`src/rtl/spin_adder16.sv`:
```
// 16-bit registered adder: two-level 4x4 lookahead carry unit feeding per-bit
// three-input parity cells, with a single result register and valid flag.

module control16 (
  input  logic [15:0] a,
  input  logic [15:0] b,
  output logic [15:0] y,
  output logic        c16
);
  logic [15:0] g;
  logic [15:0] p;
  logic [3:0]  grp_g;
  logic [3:0]  grp_p;
  logic [4:0]  cg;

  assign g = a & b;
  assign p = a ^ b;

  // Second level: carries into each group; the design has no carry-in port.
  assign cg[0] = 1'b0;
  assign cg[1] = grp_g[0] | (grp_p[0] & cg[0]);
  assign cg[2] = grp_g[1] | (grp_p[1] & grp_g[0]) | (grp_p[1] & grp_p[0] & cg[0]);
  assign cg[3] = grp_g[2] | (grp_p[2] & grp_g[1]) | (grp_p[2] & grp_p[1] & grp_g[0])
               | (grp_p[2] & grp_p[1] & grp_p[0] & cg[0]);
  assign cg[4] = grp_g[3] | (grp_p[3] & grp_g[2]) | (grp_p[3] & grp_p[2] & grp_g[1])
               | (grp_p[3] & grp_p[2] & grp_p[1] & grp_g[0])
               | (grp_p[3] & grp_p[2] & grp_p[1] & grp_p[0] & cg[0]);
  assign c16 = cg[4];

  for (genvar k = 0; k < 4; k++) begin : grp
    logic [3:0] gg;
    logic [3:0] pp;
    logic       ci;

    assign gg = g[4*k +: 4];
    assign pp = p[4*k +: 4];
    assign ci = cg[k];

    assign grp_g[k] = gg[3] | (pp[3] & gg[2]) | (pp[3] & pp[2] & gg[1])
                    | (pp[3] & pp[2] & pp[1] & gg[0]);
    assign grp_p[k] = &pp;

    assign y[4*k]     = ci;
    assign y[4*k + 1] = gg[0] | (pp[0] & ci);
    assign y[4*k + 2] = gg[1] | (pp[1] & gg[0]) | (pp[1] & pp[0] & ci);
    assign y[4*k + 3] = gg[2] | (pp[2] & gg[1]) | (pp[2] & pp[1] & gg[0])
                      | (pp[2] & pp[1] & pp[0] & ci);
  end
endmodule

module modifiedxor (
  input  logic a,
  input  logic b,
  input  logic y,
  output logic s
);
  assign s = a ^ b ^ y;
endmodule

module spin_adder16 (
  input  logic        clk,
  input  logic        rst_n,
  input  logic        in_valid,
  input  logic [15:0] a,
  input  logic [15:0] b,
  output logic [15:0] s,
  output logic        cout,
  output logic        out_valid
);
  logic [15:0] y;
  logic        c16;
  logic [15:0] s_comb;
  logic [15:0] s_p1;
  logic        cout_p1;
  logic        vld_p1;

  control16 u_control (
    .a   (a),
    .b   (b),
    .y   (y),
    .c16 (c16)
  );

  for (genvar i = 0; i < 16; i++) begin : bitcell
    modifiedxor u_mx (
      .a (a[i]),
      .b (b[i]),
      .y (y[i]),
      .s (s_comb[i])
    );
  end

  // Stage p0 -> p1: result register; data holds when no new operand pair arrives.
  always_ff @(posedge clk or negedge rst_n) begin
    if (!rst_n) begin
      s_p1    <= '0;
      cout_p1 <= 1'b0;
      vld_p1  <= 1'b0;
    end else begin
      vld_p1 <= in_valid;
      if (in_valid) begin
        s_p1    <= s_comb;
        cout_p1 <= c16;
      end
    end
  end

  assign s         = s_p1;
  assign cout      = cout_p1;
  assign out_valid = vld_p1;
endmodule

```
`config.mk`:
```
export PLATFORM = sky130hd
export DESIGN_NAME = spin_adder16
export DESIGN_NICKNAME = d
export VERILOG_FILES = /design/src/rtl/spin_adder16.sv
export SDC_FILE = /design/constraint.sdc
export NUM_CORES = 1
export LEC_CHECK = 0
export CELL_PAD_IN_SITES_DETAIL_PLACEMENT = 1
export CELL_PAD_IN_SITES_GLOBAL_PLACEMENT = 1
export CORE_MARGIN = 2
export CORE_UTILIZATION = 32
export CTS_BUF_LIST = sky130_fd_sc_hd__clkbuf_16
export CTS_CLUSTER_DIAMETER = 120
export CTS_CLUSTER_SIZE = 12
export DETAILED_ROUTE_END_ITERATION = 7
export PLACE_DENSITY = 0.78
export SETUP_SLACK_MARGIN = 0.02
export SYNTH_ARGS = -nofsm -noshare
export SYNTH_HDL_FRONTEND = slang
export SYNTH_SLANG_ARGS = --single-unit
```
`constraint.sdc`:
```
create_clock -name clk -period 0.9 [get_ports clk]
set_input_delay 0.27 -clock clk [delete_from_list [all_inputs] [get_ports clk]]
set_output_delay 0.27 -clock clk [all_outputs]
set_load 0.01 [all_outputs]
```
Word-level counts from Yosys, hierarchy flattened
Cells that the tools add are included.
Widths: inputs -> output; s select.
{"block": "totals", "mem_count": 0, "elab_cells": 138, "rom_bits": 0, "regBits": 18, "latch_bits": 0, "mem_bits_rw": 0, "output_inout_bits": 18}
{"block": "classes", "n_reduce_logical": 3, "shifts": 0, "mux": 0, "order_cmp": 0, "n_addsub": 0, "eq_ne": 0, "multipliers": 0, "bitwise": 132, "div_mod_pow": 0}
{"cell": "$and 1x1->1", "n": 60}
{"cell": "$or 1x1->1", "n": 39}
{"cell": "$xor 1x1->1", "n": 31}
{"cell": "$and 16x16->16", "n": 1}
{"cell": "$xor 16x16->16", "n": 1}
{"cell": "$reduce_and 4->1", "n": 3}

Longest topological paths before layout
{"block": "depth", "word_depth": 11, "ltp_mapped": 8}

Cells and area by module
Synthesis repeated with hierarchy kept, for this count alone.
{"block": "unflattened", "hier_cells": 126, "area_unflattened_um2": 1640.3}
{"mod": "spin_adder16", "instances": 1, "area_per_inst_um2": 710.7, "cells_each": 37}
{"mod": "control16", "instances": 1, "area_per_inst_um2": 549.3, "cells_each": 73}
{"mod": "modifiedxor", "instances": 16, "area_per_inst_um2": 23.8, "cells_each": 1}

Worst setup path before layout
OpenSTA, ideal clock, no wires.
{"block": "synth_timing", "path_type": "input to register", "startpoint": "input port a[2]", "endpoint": "register s_p1[13] (netlist: s[13])", "path_buffers": 0, "setup_time_ns": 0.125, "required_ns": 0.775, "path_stages": 8, "arrival_ns": 2.037, "path_slack_ns": -1.262, "path_cell_list": "ha_1 > a41oi_2 > o21ai_2 > a31o_4 > o31ai_1 > fa_1 > xnor2_1 > mux2_2"}
{"block": "synth_between", "elab_chain_cells": 10, "elab_cells_between_ends": 15, "classes_between": "15 x bitwise"}
{"item": "start, declared", "line": "64", "source": "input logic [15:0] a,"}
{"item": "$and 16x16->16 or $xor 16x16->16 (tied branches)", "line": "16, 17"}
{"item": "$and 1x1->1, on equally long branches", "line": "39, 40"}
{"item": "$or 1x1->1 (tied with other cells)", "line": "39", "source": "assign grp_g[k] = gg[3] | (pp[3] & gg[2]) | (pp[3] & pp[2] & gg[1])"}
{"item": "$or 1x1->1 or $and 1x1->1 (tied branches)", "line": "39, 40"}
{"item": "$or 1x1->1 (*)", "line": "40", "source": "| (pp[3] & pp[2] & pp[1] & gg[0]);"}
{"item": "$and 1x1->1 (*)", "line": "23", "source": "assign cg[3] = grp_g[2] | (grp_p[2] & grp_g[1]) | (grp_p[2] & grp_p[1] & grp_g[0])"}
{"item": "$or 1x1->1 (*)", "line": "23"}
{"item": "$and 1x1->1 (*)", "line": "44", "source": "assign y[4*k + 1] = gg[0] | (pp[0] & ci);"}
{"item": "$or 1x1->1 (*)", "line": "44"}
{"item": "$xor 1x1->1 (*)", "line": "57", "source": "assign s = a ^ b ^ y;"}
{"item": "end signal, assigned", "line": "102", "source": "s_p1 <= s_comb;"}
{"item": "end, declared", "line": "73", "source": "logic [15:0] s_p1;"}
Every way passes the cells marked *; elsewhere a longest branch is shown, timed or not.
A chain may end at the register's enable or synchronous reset.

Final worst setup path
Ends and elaborated chain as after synthesis.

==> run_results.csv <==
group,metric,value,unit
sta,period_minus_slack,1.961,ns
sta,finalCritPeriodShare,217.9,%
logic_synthesis,yosysWarnings,0,
die,die_area,4733,um2
outcome,status,"finished with violations",
sta,setup_ws,-1.061,ns
pwr,seqPwrFrac,26.1,%
logic_synthesis,synthMuxAreaShare,8.473,%
pwr,pwr-share-clk,22.3,%
clock_network,clockRootBuffer,"clkbuf_16",
clock_network,clock_path_buffers,2,
critical_path,cpLargestDelayFamily,"compound AO/OA/AOI/OAI gates",
place,io_buffer_count,52,
clock_network,cts_sinks,18,
pwr,sw_frac_of_total,33.77,%
route,avgViaCountPerCell,5.354,
logic_synthesis,synth_cells,128,
sta,rsz0062_at_grt,"true",
pwr,ir_drop,0.001388,V
global_routing,antenna_found_initial,0,
critical_path,path_class,"in -> reg",
clock_network,cts_made_buffers,3,
sta,relSlewSlack,80.83,%
outcome,violations,"negative setup slack",
logic_synthesis,synth.net_count,183,
global_routing,grt_pass1_wl,8.597,mm
die,start_util,33.35,%
global_routing,grt_use_total,26.32,%
critical_path,crit_slowest_cell,"o31ai_4",
logic_synthesis,yosysSeqAreaShare,33.52,%
place,place_congestion,0.8338,
critical_path,path_max_fanout,3,
final_layout,nets,301,
sta,fin_skew,0,ns
route,drc_errors,0,
sta,fmax,0.5098,GHz
die,rows,23,
logic_synthesis,synth_edf_count,0,
logic_synthesis,synth_cell_type_count,34,
logic_synthesis,synth_area,1344,um2
die,ios,53,
logic_synthesis,syn_area_per_cell,10.50,um2
critical_path,path_buf_inv,1,
global_routing,grt_max_degree,19,
logic_synthesis,synth_seq_cells,18,
logic_synthesis,synth-main-ff-cell,"dfrtp_1",
die,die_y,68.80,um
final_layout,drive_above_1_share,67.62,%
pwr,intPower,2.765,mW
die,core_area,4029,um2
run,maxCapViolCount,0,
route,drt_iter0_markers,76,
global_routing,gr-total-overflow,0,
route,avgRoutedWirePerCell,23.46,um
clock_network,htreeDepth,1,
route,drtPass1Iterations,4,
logic_synthesis,yosys.area_share.simple,6.145,%
critical_path,path_cells,"buf_6 -> ha_4 -> a41oi_2 -> o21ai_2 -> a31o_4 -> o31ai_4 -> fa_2 -> xnor2_2 -> mux2_4",
place,dp_slack,-1.710,ns
critical_path,crit_arrival,2.11,ns
logic_synthesis,synth-adder-area-share,20.86,%
clock_network,cts_tree,"yes",
logic_synthesis,synth-xor-area-share,5.214,%
final_layout,syn2layout_area_growth,104.2,%
clock_network,clk_pin_slew,0.05,ns
place,dp_cells,265,
logic_synthesis,synth_compound_area_share,21.88,%
pwr,power_density,1522,nW/um2
critical_path,worst_setup_path_end_kind,"flip-flop",
logic_synthesis,synth_top_family_by_area,"compound AO/OA/AOI/OAI gates",
sta,tightest_slew,0.2876,ns
logic_synthesis,ys_async_sr_fraction,100.0,%
clock_network,insertion_delay,0.26,ns
place,dp.final_hpwl,3.720,mm
critical_path,max_stage_delay,0.31,ns
route,wl,6.897,mm
pwr,power.leakage,1.273,nW
final_layout,antennaDiodeCount,0,
pwr,combPwrFrac,51.7,%
route,drtAntennaViolNets,0,
global_routing,grt_pass1_vias,1709,
final_layout,fin_cells,294,
critical_path,start_kind,"input pin",
min_path,hp-class,"in -> async",
sta,hold_viol,0,
critical_path,required,1.05,ns
route,vias,1574,
pwr,p_switching,1.410,mW
sta,final_max_slew_viol_count,0,
clock_network,cts_hold_buf,0,
sta,setup_viol,35,
die,die_x,68.80,um
==> layout by cell type (no fill, tap or decap), types with 3 or more instances in the layout <==
master	Yosys	final
fa_2	0	4
ha_1	16	3
inv_1	8	8
buf_6	1	12
a21o_1	3	3
clkbuf_2	0	3
dlygate4sd2_1	0	7
o21ai_1	1	3
o21ai_2	1	3
buf_2	0	28
a21oi_1	15	6
dfrtp_1	18	18
ha_4	0	13
xnor2_2	0	4
clkbuf_16	0	3
nor2_1	9	7
mux2_4	1	7
a21oi_2	0	7
buf_4	0	58
clkdlybuf4s50_1	0	5
==> synthesized netlist by cell type, types with 2 or more instances <==
master     n  share of area, %
a211oi_1   2               1.1
a21o_1     3               1.7
a21oi_1   15               5.6
and3_1     2              0.93
clkbuf_1   3              0.84
dfrtp_1   18                34
fa_1       4               6.0
ha_1      16                15
inv_1      8               2.2
mux2_2     7               5.9
mux2i_1    2               1.5
nand2_1    3              0.84
nand3_1    2              0.74
nor2_1     9               2.5
o21ai_0    7               2.6
o31ai_1    3               1.7
xnor2_1    6               3.9
xor2_1     2               1.3
==> timing repair <==
action,4_1_cts,5_1_grt
gates resized for setup,206,27
setup buffers,14,14
gates cloned,1,0
endpoints found under the setup margin,35,35
pin swaps,42,21
==> area by class of cell <==
cell class,instances,area [um2]
inverters,8,30.03
repair buffers,117,903.4
multi-input cells,98,1222
well taps,50,62.56
clock buffers,3,75.07
fillers,410,1285
flip-flops and latches,18,450.4
==> kinds of logic after synthesis <==
family | after synthesis
simple gates | 18
buf+inv | 12
flops | 18
fa+ha+maj | 20
mux | 10
compound gates | 42
xor+xnor | 8
==> worst paths after layout <==
path	cells after the start	start	slack, ns	endpoint
max	9	a[2]	-1.06	s[13]$_DFFE_PN0P_
min	2	rst_n	0.36	s[2]$_DFFE_PN0P_
max reg2reg	3	s[10]$_DFFE_PN0P_	-0.12	s[10]$_DFFE_PN0P_
min reg2reg	2	s[9]$_DFFE_PN0P_	0.53	s[9]$_DFFE_PN0P_
max in group asynchronous	2	rst_n	0.40	s[10]$_DFFE_PN0P_
min in group clk	3	a[0]	0.43	s[0]$_DFFE_PN0P_
==> flip-flops by register name, indices dropped and copies added, names as in the netlist <==
| signal | cells |
|---|---|
| cout | 1 |
| out_valid | 1 |
| s | 16 |
==> stage by stage <==
stage                     total power, mW  util (%)  hold WS, ns  area (um2)  TNS [ns]
after floorplan                     1.791         -     -0.02559        1480    -10.76
after global placement              2.617     58.07       0.4925        2340    -25.06
after detailed placement            2.725     58.07       0.4969        2340    -27.05
after CTS                           3.757     63.85       0.3774        2572    -14.19
after global routing                4.354     68.11       0.3663        2744    -16.20
final                               4.175     68.11       0.3633        2744    -15.34
==> metal layers <==
metal,vias to the layer above,track usage [%],part of all wire [%]
li1,696,-,-
met1,786,25.88,36
met2,63,50.72,54
met3,29,7.468,4.2
met4,0,11.27,5.4
met5,-,0,0
==> worst register-to-register path: cells and delay by family, from the launching register on <==
family | cells | cell delay, ns
muxes | 1 | 0.27
DFF | 1 | 0.38
buffers and inverters | 2 | 0.25
==> power groups by stage <==
stage               Clock (mW)  Sequential [mW]  Combinational [mW]
floorplan                    0             1.15               0.638
global placement             0             1.08                1.54
detailed placement           0             1.09                1.64
CTS                      0.906             1.07                1.78
global route             0.973             1.10                2.28
finish                   0.930             1.09                2.16
Power figures use the tool's default switching activity.
